File: src/rtl/psc_trigger_pkg.sv
// Shared definitions for the PSC trigger link: FSM state encoding and link defaults.
// Latency: n/a (definitions only).
// Backpressure: n/a (definitions only).
package psc_trigger_pkg;

    // Receiver FSM states
    typedef enum logic [2:0] {
        ST_IDLE      = 3'd0,
        ST_START     = 3'd1,
        ST_DATA      = 3'd2,
        ST_STOP      = 3'd3,
        ST_WAIT_IDLE = 3'd4
    } state_t;

    // Link defaults shared with the PSC_Trigger transmitter
    localparam int         DEF_CLKS_PER_BIT = 16;
    localparam logic [7:0] DEF_TRIGGER_CODE = 8'hA5;
    localparam int         DATA_W           = 8;

endpackage

File: src/rtl/psc_sync2.sv
// Two-flop synchronizer bringing an asynchronous level into the clk domain.
// Latency: 2 clk cycles from input change to o_q.
// Backpressure: none.
module psc_sync2 #(
    parameter logic RST_VAL = 1'b1
) (
    input  logic clk,
    input  logic reset,
    input  logic i_d,
    output logic o_q
);

    logic r_meta;
    logic r_sync;

    // Two-stage capture; both stages preset to the line's idle value in reset
    always_ff @(posedge clk) begin
        if (!reset) begin
            r_meta <= RST_VAL;
            r_sync <= RST_VAL;
        end else begin
            r_meta <= i_d;
            r_sync <= r_meta;
        end
    end

    assign o_q = r_sync;

endmodule

File: src/rtl/psc_trigger_rx.sv
// Serial receiver for PSC trigger frames (start, 8 data LSB first, stop); flags trigger code.
// Latency: result pulses one clk after the stop-bit mid-sample (2 sync + 9.5 bits after line edge).
// Backpressure: none; rx_valid/trig_pulse/frame_err are single-cycle pulses, never stalled.
module psc_trigger_rx
    import psc_trigger_pkg::*;
#(
    parameter int         CLKS_PER_BIT = DEF_CLKS_PER_BIT,   // even, >= 4
    parameter logic [7:0] TRIGGER_CODE = DEF_TRIGGER_CODE
) (
    input  logic       clk,
    input  logic       reset,
    input  logic       psc_input,
    output logic [7:0] rx_data,
    output logic       rx_valid,
    output logic       trig_pulse,
    output logic       frame_err,
    output logic       busy
);

    localparam int               CNT_W   = $clog2(CLKS_PER_BIT);
    localparam logic [CNT_W-1:0] CNT_MAX = CNT_W'(CLKS_PER_BIT - 1);
    localparam logic [CNT_W-1:0] CNT_MID = CNT_W'(CLKS_PER_BIT / 2);

    logic             w_line_s;
    state_t           r_state;
    state_t           w_state_nxt;
    logic [CNT_W-1:0] r_cnt;
    logic [2:0]       r_bit_idx;
    logic [7:0]       r_shift;
    logic [7:0]       r_rx_data;
    logic             r_rx_valid;
    logic             r_trig;
    logic             r_ferr;

    logic             w_mid;
    logic             w_shift_en;
    logic             w_load;
    logic             w_trig_set;
    logic             w_ferr_set;

    psc_sync2 #(.RST_VAL(1'b1)) u_sync (
        .clk   (clk),
        .reset (reset),
        .i_d   (psc_input),
        .o_q   (w_line_s)
    );

    // The counter reads 1 in the cycle after the start edge, so hitting CNT_MID marks
    // the centre of every bit period measured from t0.
    assign w_mid = (r_cnt == CNT_MID);

    // FSM state register
    always_ff @(posedge clk) begin
        if (!reset) begin
            r_state <= ST_IDLE;
        end else begin
            r_state <= w_state_nxt;
        end
    end

    // FSM next-state logic
    always_comb begin
        w_state_nxt = r_state;
        case (r_state)
            ST_IDLE:      if (!w_line_s) w_state_nxt = ST_START;
            ST_START:     if (w_mid) w_state_nxt = w_line_s ? ST_IDLE : ST_DATA;
            ST_DATA:      if (w_mid && (r_bit_idx == 3'd7)) w_state_nxt = ST_STOP;
            ST_STOP:      if (w_mid) w_state_nxt = w_line_s ? ST_IDLE : ST_WAIT_IDLE;
            ST_WAIT_IDLE: if (w_line_s) w_state_nxt = ST_IDLE;
            default:      w_state_nxt = ST_IDLE;
        endcase
    end

    // FSM output decode: sample strobes and result events
    always_comb begin
        w_shift_en = 1'b0;
        w_load     = 1'b0;
        w_ferr_set = 1'b0;
        case (r_state)
            ST_DATA: w_shift_en = w_mid;
            ST_STOP: begin
                w_load     = w_mid &&  w_line_s;
                w_ferr_set = w_mid && !w_line_s;
            end
            default: ;
        endcase
        w_trig_set = w_load && (r_shift == TRIGGER_CODE);
    end

    // Bit-timing counter and bit index; IDLE preloads 1 on the start edge so the
    // following state sees the count of cycles elapsed since t0
    always_ff @(posedge clk) begin
        if (!reset) begin
            r_cnt     <= '0;
            r_bit_idx <= '0;
        end else begin
            case (r_state)
                ST_IDLE: begin
                    r_cnt     <= w_line_s ? CNT_W'(0) : CNT_W'(1);
                    r_bit_idx <= '0;
                end
                ST_WAIT_IDLE: begin
                    r_cnt     <= '0;
                    r_bit_idx <= '0;
                end
                default: begin
                    r_cnt <= (r_cnt == CNT_MAX) ? CNT_W'(0) : r_cnt + CNT_W'(1);
                    if (w_shift_en) r_bit_idx <= r_bit_idx + 3'd1;
                end
            endcase
        end
    end

    // Data shift register, LSB arrives first and ends up in bit 0
    always_ff @(posedge clk) begin
        if (!reset) begin
            r_shift <= '0;
        end else if (w_shift_en) begin
            r_shift <= {w_line_s, r_shift[7:1]};
        end
    end

    // Registered results: byte holds until the next good frame, flags are one-cycle pulses
    always_ff @(posedge clk) begin
        if (!reset) begin
            r_rx_data  <= 8'h00;
            r_rx_valid <= 1'b0;
            r_trig     <= 1'b0;
            r_ferr     <= 1'b0;
        end else begin
            if (w_load) r_rx_data <= r_shift;
            r_rx_valid <= w_load;
            r_trig     <= w_trig_set;
            r_ferr     <= w_ferr_set;
        end
    end

    assign rx_data    = r_rx_data;
    assign rx_valid   = r_rx_valid;
    assign trig_pulse = r_trig;
    assign frame_err  = r_ferr;
    assign busy       = (r_state != ST_IDLE);

endmodule

File: config.mk
export PLATFORM = sky130hd
export DESIGN_NAME = psc_trigger_rx
export DESIGN_NICKNAME = d
export VERILOG_FILES = /design/src/rtl/psc_trigger_pkg.sv /design/src/rtl/psc_sync2.sv /design/src/rtl/psc_trigger_rx.sv
export SDC_FILE = /design/constraint.sdc
export NUM_CORES = 1
export LEC_CHECK = 0
export ABC_AREA = 1
export BUFFER_PORTS_ARGS = -buffer_cell sky130_fd_sc_hd__clkbuf_2
export CAP_MARGIN = 10
export CELL_PAD_IN_SITES_DETAIL_PLACEMENT = 1
export CELL_PAD_IN_SITES_GLOBAL_PLACEMENT = 1
export CORE_MARGIN = 1
export CORE_UTILIZATION = 40
export CTS_CLUSTER_DIAMETER = 40
export DETAILED_ROUTE_END_ITERATION = 16
export PLACE_DENSITY_LB_ADDON = 0.1
export SETUP_SLACK_MARGIN = 0.1
export SYNTH_ARGS = -nofsm -noshare
export SYNTH_HDL_FRONTEND = slang
export SYNTH_SLANG_ARGS = --single-unit
export TNS_END_PERCENT = 50
File: constraint.sdc
create_clock -name clk -period 1.8 [get_ports clk]
set_input_delay 0.18 -clock clk [delete_from_list [all_inputs] [get_ports clk]]
set_output_delay 0.18 -clock clk [all_outputs]
set_load 0.01 [all_outputs]
# After elaboration in Yosys (flattened, before gate mapping)
# Index checks and enable logic that the tools add are counted.
# op_classes
n_addsub	2
eq_ne	13
muxes	13
bitwise	1
n_reduce_logical	10
# ops
operator	n
$mux W3	6
$pmux W3 S5	1
$eq A4 B4 Y1 const B	2
$eq A8 B8 Y1 const B	1
$ne A2 B2 Y1 const B	4
$pmux W4 S2	1
$eq A3 B2 Y1 const B	2
$eq A3 B3 Y1 const B	2
$reduce_and A5 Y1	1
$add A4 B1 Y4 const B	1
$logic_and A1 B1 Y1	4
$mux W4	1
$add A3 B1 Y3 const B	1
$eq A3 B1 Y1 const B	1
$logic_not A3 Y1	1
$mux W1	3
$reduce_bool A3 Y1	1
$reduce_or A3 Y1	1
$mux W2	1
$ne A2 B1 Y1 const B	1
$reduce_and A2 Y1	1
$logic_not A1 Y1	1
$not A1 Y1	1
# totals
reg_bits	31
input_bits	3
output_inout_bits	12
word_cells	49

# Depth between registers and ports, before layout
# Gate-level depths: netlist of the first run.
# depth
depth_word	4
depth_mapped	9
depth_no_buf	8

# Cells and area by module
# From an unflattened synthesis of the first run, not the netlist that was laid out.
# unflattened
cells_unflattened	165
area_unflattened_um2	1291.2
# modules_own_cells
module	n_inst	cells_per_inst	area_each_um2	seq_area_each_um2
psc_trigger_rx	1	159	1236.2	580.6
psc_sync2	1	6	55.1	40.0

# Worst setup path before layout of the first run
# OpenSTA, ideal clock, no wires.
# synth_path
kind	flip-flop to flip-flop
startpoint	register r_cnt[0]
endpoint	register r_shift[6]
setup_ps	116
arrival_ps	1156
required_ps	1684
setup_slack_ps	528
path_stages_with_launch	9
n_path_buf	1
period_less_slack_ps	1272
path_cell_list	dfxtp_1 inv_1 ha_1 nand2_1 nor2_1 nand2_1 buf_2 o21ai_0 nor2_1
# synth_via
elab_chain_cells	2
# synth_lines
element	line_no	rtl
start, declared	psc_trigger_rx.sv:27	logic [CNT_W-1:0] r_cnt;
start signal, assigned	psc_trigger_rx.sv:99	r_cnt <= w_line_s ? CNT_W'(0) : CNT_W'(1);
start signal, assigned	psc_trigger_rx.sv:107	r_cnt <= (r_cnt == CNT_MAX) ? CNT_W'(0) : r_cnt + CNT_W'(1);
$eq A4 B4 Y1	psc_trigger_rx.sv:50	assign w_mid = (r_cnt == CNT_MID);
$mux W1	psc_trigger_rx.sv:79	case (r_state)
end signal, assigned	psc_trigger_rx.sv:119	r_shift <= {w_line_s, r_shift[7:1]};
end, declared	psc_trigger_rx.sv:29	logic [7:0] r_shift;
# No other way between the ends.
# A chain may end at the register's enable or synchronous reset.

# Worst setup path in the final report of the first run
# layout_path
startpoint	register r_cnt[0]
endpoint	register r_trig, in the netlist trig_pulse
# layout_via
elab_chain_cells	4
# layout_lines
element	line_no	rtl
$eq A4 B4 Y1	psc_trigger_rx.sv:50	
$logic_and A1 B1 Y1	psc_trigger_rx.sv:82	w_load = w_mid && w_line_s;
$mux W1	psc_trigger_rx.sv:79	
$logic_and A1 B1 Y1	psc_trigger_rx.sv:87	w_trig_set = w_load && (r_shift == TRIGGER_CODE);
end signal, assigned	psc_trigger_rx.sv:133	r_trig <= w_trig_set;
end, declared	psc_trigger_rx.sv:32	logic r_trig;
# No other way between the ends.

==> results of run 1 <==
==> cell families after synthesis <==
group	after synthesis
fa+ha+maj	4
buf+inv	17
simple gates	82
flops	31
compound gates	26
==> cell usage in the layout, fill, tap and decap left out, types with 2 or more instances in the layout <==
cell      Yosys  final
nor2_1       41     41
dfxtp_1      31     31
nand2_1      22     21
o21ai_0      16     16
clkbuf_2      0     14
inv_1        11     11
nand3_1       8      8
a21oi_1       8      8
clkbuf_4      0      5
ha_1          4      4
nand4_1       3      3
clkinv_2      1      2
or2_2         2      2
==> per-stage QoR <==
stage | hold slack (ns) | util [%] | cell area (µm²)
finish | 0.0366 | 49.8 | 1410
global route | 0.0154 | 49.8 | 1410
CTS | 0.0245 | 49.7 | 1410
detailed placement | 0.379 | 46.7 | 1320
global placement | 0.368 | 46.7 | 1320
floorplan | 0.287 | - | 1230
==> path summary, 6_finish.rpt <==
check,startpoint,slack (ns),to,depth (start not counted)
setup / recovery,r_cnt[0]$_SDFF_PN0_,0.23,trig_pulse$_SDFF_PN0_,8
hold / removal,psc_input,0.04,u_sync.r_meta$_SDFF_PN1_,2
setup reg to reg,r_cnt[0]$_SDFF_PN0_,0.23,trig_pulse$_SDFF_PN0_,8
hold reg to reg,u_sync.r_meta$_SDFF_PN1_,0.42,u_sync.o_q$_SDFF_PN1_,1
==> power breakdown <==
group | total, mW | switching [mW] | internal [mW]
registers | 0.750 | 0.0337 | 0.716
clock network | 0.572 | 0.244 | 0.328
logic | 0.253 | 0.170 | 0.0830
==> worst register-to-register path: stages, from the launching register on <==
cell	delay, ns
dfxtp_1	0.35
inv_1	0.08
ha_1	0.18
nand2_1	0.06
nor2_1	0.19
nand4_2	0.24
clkinv_2	0.19
nand2_1	0.10
nor3_2	0.12
==> routing by layer <==
layer	global-route usage (%)	vias to the layer above	wire length, µm
met5	0	-	0
met4	9.41	0	65
met3	4.76	8	90
met2	31.6	19	1250
met1	23.3	498	1300
li1	-	556	-
==> area by class of cell <==
class | count | area, µm² | share of cell area [%]
sequential | 31 | 621 | 44.0
clock buffer | 6 | 51.3 | 3.64
clock inverter | 2 | 35.0 | 2.49
multi-input combinational | 112 | 543 | 38.5
tap | 31 | 38.8 | 2.75
timing repair buffer | 14 | 70.1 | 4.97
inverter | 13 | 50.0 | 3.55
==> state kept, by name, summed over array words and instances, names as in the netlist <==
register,cells
r_bit_idx,3
u_sync.r_meta,1
r_shift,8
r_state,3
trig_pulse,1
rx_data,8
u_sync.o_q,1
r_cnt,4
rx_valid,1
frame_err,1
==> out/summary.txt, run 1 <==
Initial Util = 43.7%
Unrepaired setup endpoints after global routing = yes
Crit end category = flip-flop
Post-CTS Resized = 0
Worst-Margin Slew = 0.379 ns
Fraction of layout cells with a size suffix above 1 = 16.9%
Distinct cells, synth = 24
CTS root buf = clkbuf_4
Lkg Pwr = 0.592 nW
Vias in the first global route = 1,085
Post-Synthesis Cell Area = 1230 µm²
Worst path arrival time = 1.84 ns
Post-synthesis xor/xnor area fraction = 0%
Number of synthesis warnings = 0
Syn nets = 167
Post-synth top cells = nor2_1, dfxtp_1, nand2_1, o21ai_0, inv_1
Row cnt = 19
Post-route clock period utilization = 87.3%
Total power = 1.57 mW
Max clock buf depth = 2
WP data required = 2.07 ns
DR DRC count = 2
Register area share after synthesis = 50.3%
Hold Vio Cnt, Final = 0
IO Pins = 15
IO Port Bufs = 14
Top_reg_cell synth = dfxtp_1
Failing checks = DRC
Relative slew slack = 74.7%
Layout area overhead = 14.1%
Core box area = 2830 µm²
Finished Layout Cells = 209
Final Setup Violations = 0
Routability cong. = 0.805
Pre-CTS setup slack = 0.206 ns
Pwr Density = 1120 nW/µm²
Initial antenna violation count = 0
Cells along the critical path = inv_1, ha_1, nand2_1, nor2_1, nand4_2, clkinv_2, nand2_1, nor3_2
Maxcap violations = 0
Synth Register Bits = 31
CTS tree = built
Final WS setup = 0.229 ns
Final setup TNS = 0 ns
Crit-path max cell delay = 0.35 ns
Dpl cells = 201
CTS buffer count = 5
CP Max Fanout = 9
Routed wire length = 2710 µm
DR pass1 iterations = 10
DR vias = 1,081
Max VDD drop = 0.451 mV
Crit path buffers/inverters = 2
Post-CTS Hold Fix Bufs = 0
Clock sinks = 31
Per-cell routed wire length = 12.9 µm
Number of vias per cell = 5.17
Post-synthesis compound-gate area fraction = 10.9%
Tmin final = 1.57 ns
# diodes = 0
Min-delay worst type = primary input to flip-flop
Synth async-reset ratio = 0%
Top-count cell post-synth = nor2_1
Area leader, netlist = dfxtp_1
Clock Latency Late Sink = 0.34 ns
Global-route wire length before repair = 4820 µm
Final setup skew = 0.00356 ns
Post-route ant nets = 0
Die Height = 57.6 µm
Highest-delay cell along the critical path = dfxtp_1
Max-slew violations = 0
Ranking of synthesized cells by area = dfxtp_1, nor2_1, nand2_1
EDFF count, synth = 0
Synth Area in Simple Gates = 28.8%
CP delay by family, top = simple AND/OR/NAND/NOR gates
Largest net degree at the start of global routing = 23
Fmax = 637 MHz
Fill cell count = 355
Post-CTS setup repair buffer count = 0
Outcome = finished with violations
Final #Nets = 184
GRT Util Overall = 19.2%
Mean Syn Cell Area = 7.72 µm²
Startpoint types = flip-flop
Synth Instances = 160
Main combinational cell family by area after synthesis = simple AND/OR/NAND/NOR gates
Detailed Route Iter0 Violations = 23
Post-DP HPWL = 1960 µm
Type of the worst setup path = flip-flop to flip-flop
Top-area cell type share of the netlist area = 50.3%
Die Span X = 57.6 µm
Mux cell area share after synthesis = 0%
Die ar. = 3310 µm²
Worst path most repeated cell = nand2_1
Adder-cell area share of the yosys netlist = 4.05%
H-tree depth = 2
Grt ovf = 0
Worst-path clk slew = 0.09 ns
Note: power is estimated with default switching activity, not from simulation.
==> run 2: changes to the inputs <==
--- a/config.mk
+++ b/config.mk
@@ -8,13 +8,11 @@
 export ABC_AREA = 1
 export BUFFER_PORTS_ARGS = -buffer_cell sky130_fd_sc_hd__clkbuf_2
 export CAP_MARGIN = 10
-export CELL_PAD_IN_SITES_DETAIL_PLACEMENT = 1
-export CELL_PAD_IN_SITES_GLOBAL_PLACEMENT = 1
 export CORE_MARGIN = 1
-export CORE_UTILIZATION = 40
+export CORE_UTILIZATION = 55
 export CTS_CLUSTER_DIAMETER = 40
 export DETAILED_ROUTE_END_ITERATION = 16
-export PLACE_DENSITY_LB_ADDON = 0.1
+export PLACE_DENSITY = 0.76
 export SETUP_SLACK_MARGIN = 0.1
 export SYNTH_ARGS = -nofsm -noshare
 export SYNTH_HDL_FRONTEND = slang
==> out/summary.txt, run 2 (same netlist as run 1, synthesis figures left out) <==
Worst path most repeated cell = nand2_1
Initial antenna violation count = 0
Vias in the first global route = 936
Post-CTS setup repair buffer count = 0
Worst-path clk slew = 0.10 ns
IO Pins = 15
Startpoint types = flip-flop
Relative slew slack = 76.6%
Initial Util = 60.5%
Unrepaired setup endpoints after global routing = no
Routability cong. = 0.847
Routed wire length = 2170 µm
WP data required = 2.07 ns
CP delay by family, top = simple AND/OR/NAND/NOR gates
Global-route wire length before repair = 3880 µm
DR DRC count = 0
IO Port Bufs = 14
Die ar. = 2440 µm²
Worst-Margin Slew = 0.351 ns
Final WS setup = 0.189 ns
Tmin final = 1.61 ns
Outcome = finished clean
Max VDD drop = 0.681 mV
Die Span X = 49.4 µm
CTS root buf = clkbuf_4
H-tree depth = 2
Detailed Route Iter0 Violations = 27
Worst path arrival time = 1.88 ns
DR vias = 1,062
Final setup TNS = 0 ns
Min-delay worst type = primary input to flip-flop
Maxcap violations = 0
Post-route clock period utilization = 89.5%
Most frequent cells in the layout = nor2_1, dfxtp_1, nand2_1, o21ai_0, clkbuf_2
# diodes = 0
Max clock buf depth = 2
Layout area overhead = 12.4%
Final #Nets = 184
Clock sinks = 31
Crit-path max cell delay = 0.34 ns
Die Height = 49.4 µm
Grt ovf = 0
Largest net degree at the start of global routing = 23
Type of the worst setup path = flip-flop to flip-flop
Post-CTS Hold Fix Bufs = 0
CP Max Fanout = 12
Lkg Pwr = 0.581 nW
Highest-delay cell along the critical path = dfxtp_1
Row cnt = 16
Fraction of layout cells with a size suffix above 1 = 16.3%
Core box area = 2040 µm²
Per-cell routed wire length = 10.6 µm
Final setup skew = 0.0101 ns
GRT Util Overall = 20.9%
Hold Vio Cnt, Final = 0
DR pass1 iterations = 4
Crit path buffers/inverters = 2
Pre-CTS setup slack = 0.244 ns
CTS buffer count = 5
Post-route ant nets = 0
Number of vias per cell = 5.18
CTS tree = built
Cells along the critical path = inv_1, ha_1, nand2_1, nor2_1, nand2_1, inv_2, o21ai_0, a21oi_1
Fmax = 621 MHz
Final Setup Violations = 0
Post-DP HPWL = 1580 µm
Post-CTS Resized = 0
Crit end category = flip-flop
Max-slew violations = 0
Commonest non-fill, non-tap cell in the layout = nor2_1
Clock Latency Late Sink = 0.33 ns
Pwr Density = 1050 nW/µm²
[run 2: final timing paths]
kind | start | endpoint | slack (ns) | cells past startpoint
setup reg to reg | r_cnt[0]$_SDFF_PN0_ | r_shift[7]$_SDFFE_PN0P_ | 0.19 | 8
hold / removal | psc_input | u_sync.r_meta$_SDFF_PN1_ | 0.03 | 2
hold reg to reg | u_sync.r_meta$_SDFF_PN1_ | u_sync.o_q$_SDFF_PN1_ | 0.42 | 1
setup / recovery | r_cnt[0]$_SDFF_PN0_ | r_shift[7]$_SDFFE_PN0P_ | 0.19 | 8
[run 2: final cells by class]
class | instances | area, µm²
Fill cell | 185 | 654
Sequential cell | 31 | 621
Multi-Input combinational cell | 112 | 541
Timing Repair Buffer | 14 | 70.1
Clock buffer | 7 | 65.1
Inverter | 13 | 50.0
Tap cell | 27 | 33.8
Clock inverter | 1 | 7.51
[run 2: routing by layer]
metal | share of wire [%] | vias to the layer above | GRT usage, %
met5 | 0 | - | 0
met4 | 1.7 | 0 | 7.14
met3 | 5.4 | 7 | 8.41
met2 | 44 | 23 | 31.3
met1 | 49 | 480 | 27.2
li1 | - | 552 | -
[run 2: power by group]
part	internal, mW	leakage (nW)	switching, mW
Sequential	0.716	0.251	0.0297
Clock	0.228	0.0375	0.236
Combinational	0.0825	0.292	0.163
[run 2: through the flow]
| stage | hold WS [ns] | utilization (%) | instance area (µm²) | total power [mW] | std cells |
|---|---|---|---|---|---|
| 2_1_floorplan | 0.287 | - | 1230 | 0.947 | 160 |
| 3_3_place_gp | 0.370 | 64.4 | 1320 | 0.996 | 197 |
| 3_5_place_dp | 0.375 | 64.4 | 1320 | 1.01 | 197 |
| 4_1_cts | 0.0276 | 68.0 | 1390 | 1.46 | 205 |
| 5_1_grt | 0.0312 | 68.0 | 1390 | 1.54 | 205 |
| 6_report | 0.0288 | 68.0 | 1390 | 1.46 | 205 |
[run 2: worst reg2reg max path, cell delays in order (launching register included)]
cell     delay [ns]
dfxtp_1        0.34
inv_1          0.08
ha_1           0.20
nand2_1        0.06
nor2_1         0.15
nand2_1        0.25
inv_2          0.24
o21ai_0        0.10
a21oi_1        0.13
==> run 3: changes to the inputs <==
--- a/config.mk
+++ b/config.mk
@@ -6,6 +6,7 @@
 export NUM_CORES = 1
 export LEC_CHECK = 0
 export ABC_AREA = 1
+export ABC_CLOCK_PERIOD_IN_PS = 1800
 export BUFFER_PORTS_ARGS = -buffer_cell sky130_fd_sc_hd__clkbuf_2
 export CAP_MARGIN = 10
 export CORE_MARGIN = 1
@@ -13,6 +14,7 @@
 export CTS_CLUSTER_DIAMETER = 40
 export DETAILED_ROUTE_END_ITERATION = 16
 export PLACE_DENSITY = 0.76
+export REMOVE_ABC_BUFFERS = 1
 export SETUP_SLACK_MARGIN = 0.1
 export SYNTH_ARGS = -nofsm -noshare
 export SYNTH_HDL_FRONTEND = slang
==> out/summary.txt, run 3 (same netlist as run 1, synthesis figures left out) <==
Commonest non-fill, non-tap cell in the layout = nor2_1
Psw = 0.414 mW
Global-route wire length before repair = 3720 µm
Detailed Route Iter0 Violations = 27
Cells along the critical path = inv_1, ha_1, nand2_1, nor2_1, nand2_2, inv_2, o21ai_0, a21oi_1
Worst-Margin Slew = 0.336 ns
FF-to-FF End = r_shift[7]$_SDFFE_PN0P_
Final setup skew = 0.0104 ns
Startpoint types = flip-flop
RR Startpoint = r_cnt[0]$_SDFF_PN0_
Final #Nets = 184
Largest net degree at the start of global routing = 23
Highest-delay cell along the critical path = dfxtp_1
Final Setup Violations = 0
DR DRC count = 0
CP Max Fanout = 12
H-tree depth = 2
Lkg Pwr = 0.578 nW
Total power = 1.39 mW
Row cnt = 16
Reg2Reg Depth = 8
Crit-path max cell delay = 0.34 ns
Pwr Density = 1010 nW/µm²
DR vias = 1,057
Die Span X = 49.4 µm
Grt ovf = 0
Sw frac = 29.7%
Part of the power in combinational logic = 18.0%
Tmin final = 1.55 ns
Crit end category = flip-flop
Clock Latency Late Sink = 0.32 ns
Worst path arrival time = 1.81 ns
Relative slew slack = 77.6%
Worst-path clk slew = 0.09 ns
Initial Util = 60.5%
CTS buffer count = 5
Internal power = 0.979 mW
Per-cell routed wire length = 10.5 µm
Pre-CTS setup slack = 0.225 ns
Fmax = 644 MHz
Maxcap violations = 0
Post-CTS setup repair buffer count = 0
Final WS setup = 0.247 ns
Unrepaired setup endpoints after global routing = no
Die ar. = 2440 µm²
Die Height = 49.4 µm
Number of vias per cell = 5.18
Vias in the first global route = 958
Min-delay worst type = primary input to flip-flop
Post-route clock period utilization = 86.3%
Placed Area = 1320 µm²
# diodes = 0
Most frequent cells in the layout = nor2_1, dfxtp_1, nand2_1, o21ai_0, clkbuf_2
Worst hold endpoint = u_sync.r_meta$_SDFF_PN1_
Type of the worst setup path = flip-flop to flip-flop
Hold Startpoint = psc_input
Routability cong. = 0.896
IO Pins = 15
Max clock buf depth = 2
IO Port Bufs = 14
GRT Util Overall = 20.5%
Hold Vio Cnt, Final = 0
CTS tree = built
Outcome = finished clean
Post-DP HPWL = 1550 µm
Initial antenna violation count = 0
Final setup TNS = 0 ns
Max-slew violations = 0
Core box area = 2040 µm²
Clock sinks = 31
Post-route ant nets = 0
Clock power frac = 28.4%
Max VDD drop = 0.649 mV
Sequential Power Share = 53.6%
Layout area overhead = 11.2%
Hold path cells = 2
R2R Setup Slk = 0.25 ns
Fraction of layout cells with a size suffix above 1 = 16.4%
CTS root buf = clkbuf_4
Fin area = 1370 µm²
WP data required = 2.05 ns
DR pass1 iterations = 4
Routed wire length = 2140 µm
-- run 3: through the flow --
| stage | cells | hold WS (ns) | utilization [%] |
|---|---|---|---|
| finish | 204 | 0.0388 | 67.3 |
| detailed placement | 197 | 0.370 | 64.4 |
| floorplan | 156 | 0.287 | - |
| CTS | 204 | 0.0289 | 67.2 |
| global route | 204 | 0.0289 | 67.3 |
| global placement | 197 | 0.365 | 64.4 |
-- run 3: area by class of cell --
cell class,count,area (µm²)
Clock buffer,6,51.3
Clock inverter,1,5.00
Fill cell,206,668
Inverter,13,50.0
Multi-Input combinational cell,112,543
Sequential cell,31,621
Tap cell,27,33.8
Timing Repair Buffer,14,70.1
-- run 3: how the worst max path moves through the flow --
stage / from / endpoint / slack (ns) / cells after the start
6_report: r_cnt[0]$_SDFF_PN0_ / r_shift[7]$_SDFFE_PN0P_ / 0.25 / 8
5_1_grt: r_cnt[0]$_SDFF_PN0_ / r_shift[7]$_SDFFE_PN0P_ / 0.11 / 8
4_1_cts: r_cnt[0]$_SDFF_PN0_ / r_shift[7]$_SDFFE_PN0P_ / 0.18 / 8
3_5_place_dp: r_cnt[0]$_SDFF_PN0_ / r_shift[7]$_SDFFE_PN0P_ / 0.23 / 8
3_3_place_gp: r_cnt[0]$_SDFF_PN0_ / r_shift[7]$_SDFFE_PN0P_ / 0.33 / 8
2_1_floorplan: r_cnt[0]$_SDFF_PN0_ / r_shift[7]$_SDFFE_PN0P_ / 0.46 / 8
-- run 3: power by group through the flow --
stage / Sequential (mW) / Combinational (mW) / Clock (mW)
2_1_floorplan: 0.755 / 0.189 / 0
3_3_place_gp: 0.761 / 0.235 / 0
3_5_place_dp: 0.761 / 0.247 / 0
4_1_cts: 0.746 / 0.250 / 0.408
5_1_grt: 0.751 / 0.295 / 0.437
6_report: 0.746 / 0.251 / 0.395
-- run 3: per-layer routing --
layer,GRT usage [%],up-vias,part of all wire [%]
li1,-,551,-
met1,22.6,462,48
met2,33.3,37,44
met3,6.54,7,5.5
met4,13.8,0,2.1
met5,0,-,0
-- run 3: critical path: cells and delay by family (launching register included) --
family	cells	cell delay [ns]
compound gates	2	0.24
buf+inv	2	0.27
fa+ha+maj	1	0.19
flops	1	0.34
simple gates	3	0.45
-- run 3: timing repair --
action / 4_1_cts / 5_1_grt
setup endpoints to repair: 0 / 5
gates resized for setup: 0 / 1
hold buffers: 0 / 0
